**config.mk**
```make
export PLATFORM = sky130hd
export DESIGN_NAME = hit_judge
export DESIGN_NICKNAME = d
export VERILOG_FILES = /design/src/rtl/hit_judge.sv
export SDC_FILE = /design/constraint.sdc
export NUM_CORES = 1
export LEC_CHECK = 0
export ABC_AREA = 1
export BUFFER_PORTS_ARGS = -buffer_cell sky130_fd_sc_hd__buf_2
export CAP_MARGIN = 20
export CORE_MARGIN = 3
export CORE_UTILIZATION = 45
export DETAILED_ROUTE_END_ITERATION = 16
export SETUP_SLACK_MARGIN = 0.2
export SLEW_MARGIN = 20
export SYNTH_ARGS = -nofsm -noshare
export SYNTH_HDL_FRONTEND = slang
export SYNTH_SLANG_ARGS = --single-unit
```
**constraint.sdc**
```tcl
create_clock -name clock -period 7.7 [get_ports clock]
set_clock_uncertainty 0.05 [all_clocks]
set_input_delay 0 -clock clock [delete_from_list [all_inputs] [get_ports clock]]
set_output_delay 0 -clock clock [all_outputs]
set_load 0.02 [all_outputs]
```
**src/rtl/hit_judge.sv**
```systemverilog
// Multi-lane rhythm-game hit judge: per-lane hit windows, edge-detected buttons,
// perfect/good/miss grading with a saturating score and combo counter.
module hit_judge #(
   parameter int unsigned LANES       = 3,
   parameter int unsigned WINDOW      = 8,
   parameter int unsigned PERFECT_WIN = 2,
   parameter int unsigned PERFECT_PTS = 3,
   parameter int unsigned GOOD_PTS    = 1,
   parameter int unsigned MISS_PEN    = 1,
   parameter int unsigned SCORE_W     = 16
) (
   input  logic               clock,
   input  logic               resetn,
   input  logic               note_valid,
   input  logic [LANES-1:0]   note_lanes,
   input  logic [LANES-1:0]   player_input,
   output logic               increase_score,
   output logic               decrease_score,
   output logic [LANES-1:0]   hit_perfect,
   output logic [LANES-1:0]   hit_good,
   output logic [LANES-1:0]   miss,
   output logic [SCORE_W-1:0] score,
   output logic [SCORE_W-1:0] combo
);

   localparam int unsigned AGE_W   = $clog2(WINDOW);
   localparam int unsigned CNT_W   = $clog2(LANES + 1);
   localparam int unsigned DELTA_W = SCORE_W + $clog2(LANES) + 3;
   localparam int unsigned COMBO_W = SCORE_W + CNT_W;

   localparam logic [AGE_W-1:0]   AGE_LAST = AGE_W'(WINDOW - 1);
   localparam logic [AGE_W-1:0]   AGE_PERF = AGE_W'(PERFECT_WIN);
   localparam logic [SCORE_W-1:0] SAT      = '1;

   typedef enum logic {
      IDLE  = 1'b0,
      ARMED = 1'b1
   } lane_state_t;

   lane_state_t        state    [LANES];
   lane_state_t        state_nx [LANES];
   logic [AGE_W-1:0]   age      [LANES];
   logic [AGE_W-1:0]   age_nx   [LANES];
   logic [LANES-1:0]   prev_input;

   logic [LANES-1:0]   press;
   logic [LANES-1:0]   arm;
   logic [LANES-1:0]   perf_nx;
   logic [LANES-1:0]   good_nx;
   logic [LANES-1:0]   miss_nx;

   logic [CNT_W-1:0]   n_perf;
   logic [CNT_W-1:0]   n_good;
   logic [CNT_W-1:0]   n_miss;
   logic [DELTA_W-1:0] gain;
   logic [DELTA_W-1:0] loss;
   logic [DELTA_W-1:0] score_sum;
   logic [COMBO_W-1:0] combo_sum;
   logic [SCORE_W-1:0] score_nx;
   logic [SCORE_W-1:0] combo_nx;

   assign press = player_input & ~prev_input;
   assign arm   = note_valid ? note_lanes : '0;

   // State and output registers; prev_input follows the buttons even in reset
   // so a button held through reset release is not seen as a fresh press.
   always_ff @(posedge clock) begin
      prev_input <= player_input;
      if (!resetn) begin
         for (int i = 0; i < int'(LANES); i++) begin
            state[i] <= IDLE;
            age[i]   <= '0;
         end
         hit_perfect    <= '0;
         hit_good       <= '0;
         miss           <= '0;
         increase_score <= 1'b0;
         decrease_score <= 1'b0;
         score          <= '0;
         combo          <= '0;
      end else begin
         for (int i = 0; i < int'(LANES); i++) begin
            state[i] <= state_nx[i];
            age[i]   <= age_nx[i];
         end
         hit_perfect    <= perf_nx;
         hit_good       <= good_nx;
         miss           <= miss_nx;
         increase_score <= |(perf_nx | good_nx);
         decrease_score <= |miss_nx;
         score          <= score_nx;
         combo          <= combo_nx;
      end
   end

   // Per-lane next state and grading.
   always_comb begin
      perf_nx = '0;
      good_nx = '0;
      miss_nx = '0;
      for (int i = 0; i < int'(LANES); i++) begin
         state_nx[i] = state[i];
         age_nx[i]   = age[i];
         unique case (state[i])
            IDLE: begin
               if (press[i] && arm[i]) begin
                  perf_nx[i] = 1'b1;
               end else if (press[i]) begin
                  miss_nx[i] = 1'b1;
               end else if (arm[i]) begin
                  state_nx[i] = ARMED;
                  age_nx[i]   = '0;
               end
            end
            ARMED: begin
               if (press[i] || age[i] == AGE_LAST || arm[i]) begin
                  if (press[i]) begin
                     if (age[i] <= AGE_PERF) perf_nx[i] = 1'b1;
                     else                    good_nx[i] = 1'b1;
                  end else begin
                     miss_nx[i] = 1'b1;
                  end
                  // A same-edge arm always starts a fresh window.
                  state_nx[i] = arm[i] ? ARMED : IDLE;
                  age_nx[i]   = '0;
               end else begin
                  age_nx[i] = age[i] + AGE_W'(1);
               end
            end
            default: begin
               state_nx[i] = IDLE;
               age_nx[i]   = '0;
            end
         endcase
      end
   end

   assign n_perf = CNT_W'($countones(perf_nx));
   assign n_good = CNT_W'($countones(good_nx));
   assign n_miss = CNT_W'($countones(miss_nx));

   // Score: signed-range delta, clamped into [0, SAT].
   always_comb begin
      gain      = DELTA_W'(PERFECT_PTS) * DELTA_W'(n_perf)
                + DELTA_W'(GOOD_PTS) * DELTA_W'(n_good);
      loss      = DELTA_W'(MISS_PEN) * DELTA_W'(n_miss);
      score_sum = DELTA_W'(score) + gain - loss;
      score_nx  = SCORE_W'(score_sum);
      if (score_sum[DELTA_W-1]) begin
         score_nx = '0;
      end else if (score_sum > DELTA_W'(SAT)) begin
         score_nx = SAT;
      end
   end

   // Combo: any miss in the cycle wins over hits in the same cycle.
   always_comb begin
      combo_sum = COMBO_W'(combo) + COMBO_W'(n_perf) + COMBO_W'(n_good);
      combo_nx  = SCORE_W'(combo_sum);
      if (n_miss != '0) begin
         combo_nx = '0;
      end else if (combo_sum > COMBO_W'(SAT)) begin
         combo_nx = SAT;
      end
   end

endmodule
```
==> flow_summary_export.csv <==
group,metric,value,unit
status,status,"finished, final reports clean",
timing,fmax,183,MHz
final_layout,final_cell_mix,"nand2_1, inv_1, dfxtp_1",
clocking,post_cts_buffers,0,
timing,fin_ws,2.23,ns
power_and_ir_drop,pwr-share-clk,16.1,%
final_layout,fin_util,53.9,%
power_and_ir_drop,switching_power,807,uW
timing,hold_viol_final,0,
routing,antenna_left,0,
critical_path,crit_path_start_kind,"register",
clocking,cts_buffer_depth,2,
clocking,clkTransAtPathRegs,0.08,ns
floorplanning,die_h,99.2,um
run,drv_cap,0,
final_layout,num_antenna_cells,0,
timing,maxSlewHeadroom,59.0,%
routing,vias,3434,
synthesis,syn_avg_cell_area,7.08,sq um
synthesis,synth_top_area_cell,"dfxtp_1",
floorplanning,fp.dieW,99.2,um
grt,antenna_found_initial,0,
timing,setup_violations,0,
power_and_ir_drop,power.density,361,mW/mm^2
final_layout,final_cells,724,
synthesis,seq_area_frac_synth,29.7,%
final_layout,final_common_cell,"nand2_1",
floorplanning,die-area,0.00983,sq mm
critical_path,worstSetupPathType,"register to register",
synthesis,synth_area,0.00391,sq mm
placed_design,dp.cells,700,
clocking,cts_made_buffers,9,
grt,grt-ovfl-total,0,
placed_design,dp_worst_setup_slack,2.23,ns
synthesis,yosysWarnings,0,
routing,drt_iter0_markers,106,
timing,tightest_slew,0.614,ns
final_layout,syn2layout_area_growth,15.2,%
routing,routed_via_density,4.74,
floorplanning,core_area,0.00834,sq mm
clocking,post_cts_resized,0,
grt,grt_max_degree,19,
floorplanning,io_pins,52,
synthesis,synth_nets,616,
power_and_ir_drop,p_leak,2.43,nW
critical_path,end_kind,"register",
critical_path,cp_data_required_time,7.93,ns
synthesis,synth_cell_types,33,
clocking,cts_tree,"built",
routing,wire_per_inst,11.6,um
synthesis,synth_top_area_share,29.7,%
grt,grt_use_total,18.2,%
routing,drtPass1Iterations,4,
placed_design,finalWeightedCongestion,0.836,
synthesis,synth_cells,552,
clocking,clock_sinks,58,
synthesis,ys_top_cells_by_area,"dfxtp_1, ha_1, nand2_1, inv_1, a21oi_1",
clocking,clk_latency,0.34,ns
timing,tns,0,ns
critical_path,crit_fanout,13,
power_and_ir_drop,p_sw_share,49.7,%
final_layout,drive_gt1_share,12.4,%
routing,routed_wl,8.43,mm
power_and_ir_drop,finalPower,1.62,mW
power_and_ir_drop,comb_power_share,61.9,%
timing,slew_viol_final,0,
floorplanning,initial_core_util,46.8,%
placed_design,dp_hpwl,6.45,mm
timing,finalCritPeriodShare,71.0,%
final_layout,nNetsFinal,678,
grt,grt_pass1_wl,14.6,mm
synthesis,synth_seq_cells,58,
power_and_ir_drop,p_int,817,uW
power_and_ir_drop,ir_worst_vdd,0.183,mV
critical_path,critPathArrivalTime,5.70,ns
timing,post-route-min-period,5.47,ns
clocking,root_buffer,"clkbuf_8",
worst_hold_path,holdCritPathClass,"input port to register",
power_and_ir_drop,power_frac_seq,22.1,%
grt,grt_pass1_vias,3301,
routing,post-route-drc-count,0,
floorplanning,rows,33,
timing,rsz0062_at_grt,"false",
clocking,htreeDepth,3,
placed_design,numPortBuffers,51,
==> area by class of cell <==
| type | count | area (sq um) |
|---|---|---|
| Clock buffer | 10 | 138 |
| Clock inverter | 6 | 42.5 |
| Fill cell | 844 | 3840 |
| Inverter | 119 | 447 |
| Multi-Input combinational cell | 367 | 2240 |
| Sequential cell | 58 | 1160 |
| Tap cell | 105 | 131 |
| Timing Repair Buffer | 59 | 335 |
==> timing repair <==
action | 4_1_cts | 5_1_grt
hold buffers | 8 | 0
hold endpoints to repair | 10 | 0
endpoints found under the setup margin | 0 | 0
==> cells by family after synthesis <==
| kind of cell | Yosys count | share of synthesized area [%] |
|---|---|---|
| flops | 58 | 29.7 |
| fa+ha+maj | 55 | 19.2 |
| compound gates | 64 | 8.94 |
| buf+inv | 127 | 12.8 |
| simple gates | 227 | 24.7 |
| xor+xnor | 21 | 4.71 |
==> synthesized netlist by cell type (all sizes together) <==
| cell | number |
|---|---|
| nand2 | 132 |
| inv | 118 |
| o21ai | 7 |
| and2 | 1 |
| nand4 | 1 |
| clkbuf | 4 |
| nor3 | 9 |
| nor2 | 43 |
| xor2 | 14 |
| a21oi | 45 |
| dfxtp | 58 |
| xnor2 | 7 |
| ha | 47 |
| nand3b | 8 |
| o31ai | 1 |
| fa | 8 |
| a2bb2oi | 1 |
| a21o | 1 |
| nand3 | 28 |
| or2 | 5 |
| buf | 4 |
| o22ai | 1 |
| clkinv | 1 |
| a31oi | 1 |
| o21bai | 4 |
| a22oi | 2 |
| a211oi | 1 |
==> worst paths after layout <==
kind | startpoint | depth (start not counted) | slack (ns) | endpoint
min | note_valid | 3 | 0.02 | state[0][1]
max reg2reg | age[0][4] | 27 | 2.23 | score[14]
max | age[0][4] | 27 | 2.23 | score[14]
min reg2reg | age[0][8] | 2 | 0.45 | age[0][8]
==> per-layer routing <==
metal | global-route usage, % | share of wire (%) | wire, um | vias to the layer above
li1 | - | - | - | 1834
met1 | 24.6 | 50 | 4200 | 1535
met2 | 28.9 | 45 | 3770 | 58
met3 | 4.07 | 4.4 | 369 | 7
met4 | 6.41 | 1.1 | 93 | 0
met5 | 0 | 0 | 0 | -
==> worst max-delay path, stage by stage, from the launching register on <==
cell	delay [ns]
dfxtp_1	0.33
ha_1	0.20
ha_1	0.19
nor2_1	0.18
inv_1	0.06
a22oi_1	0.30
inv_1	0.11
fa_1	0.46
xor2_1	0.17
ha_1	0.29
inv_1	0.05
fa_1	0.51
inv_1	0.06
fa_1	0.53
ha_1	0.16
inv_1	0.05
fa_1	0.39
inv_1	0.08
nand2_1	0.04
nand2_1	0.08
nand3_1	0.07
nand2_1	0.13
nand2_1	0.08
nand3_1	0.07
nand2_1	0.09
nor2_2	0.49
nand2_1	0.14
inv_1	0.07
==> power by group through the flow <==
stage	clock network (mW)	logic [mW]	registers (mW)
finish	0.261	1.00	0.358
global route	0.282	1.16	0.363
CTS	0.267	1.01	0.359
floorplan	0	0.780	0.400
detailed placement	0	0.997	0.366
global placement	0	0.990	0.366
==> registers in the layout (all words and copies together), names as in the netlist <==
name            count
increase_score      1
hit_perfect         3
hit_good            3
state               3
miss                3
age                 9
prev_input          3
score              16
decrease_score      1
combo              16
==> through the flow <==
stage | area [sq um] | hold slack (ns)
finish | 4500 | 0.0155
CTS | 4500 | 0.00529
global route | 4500 | 0.0255
global placement | 4240 | 0.0661
floorplan | 3910 | -0.0223
detailed placement | 4240 | 0.0706
Power figures use the tool's default switching activity.
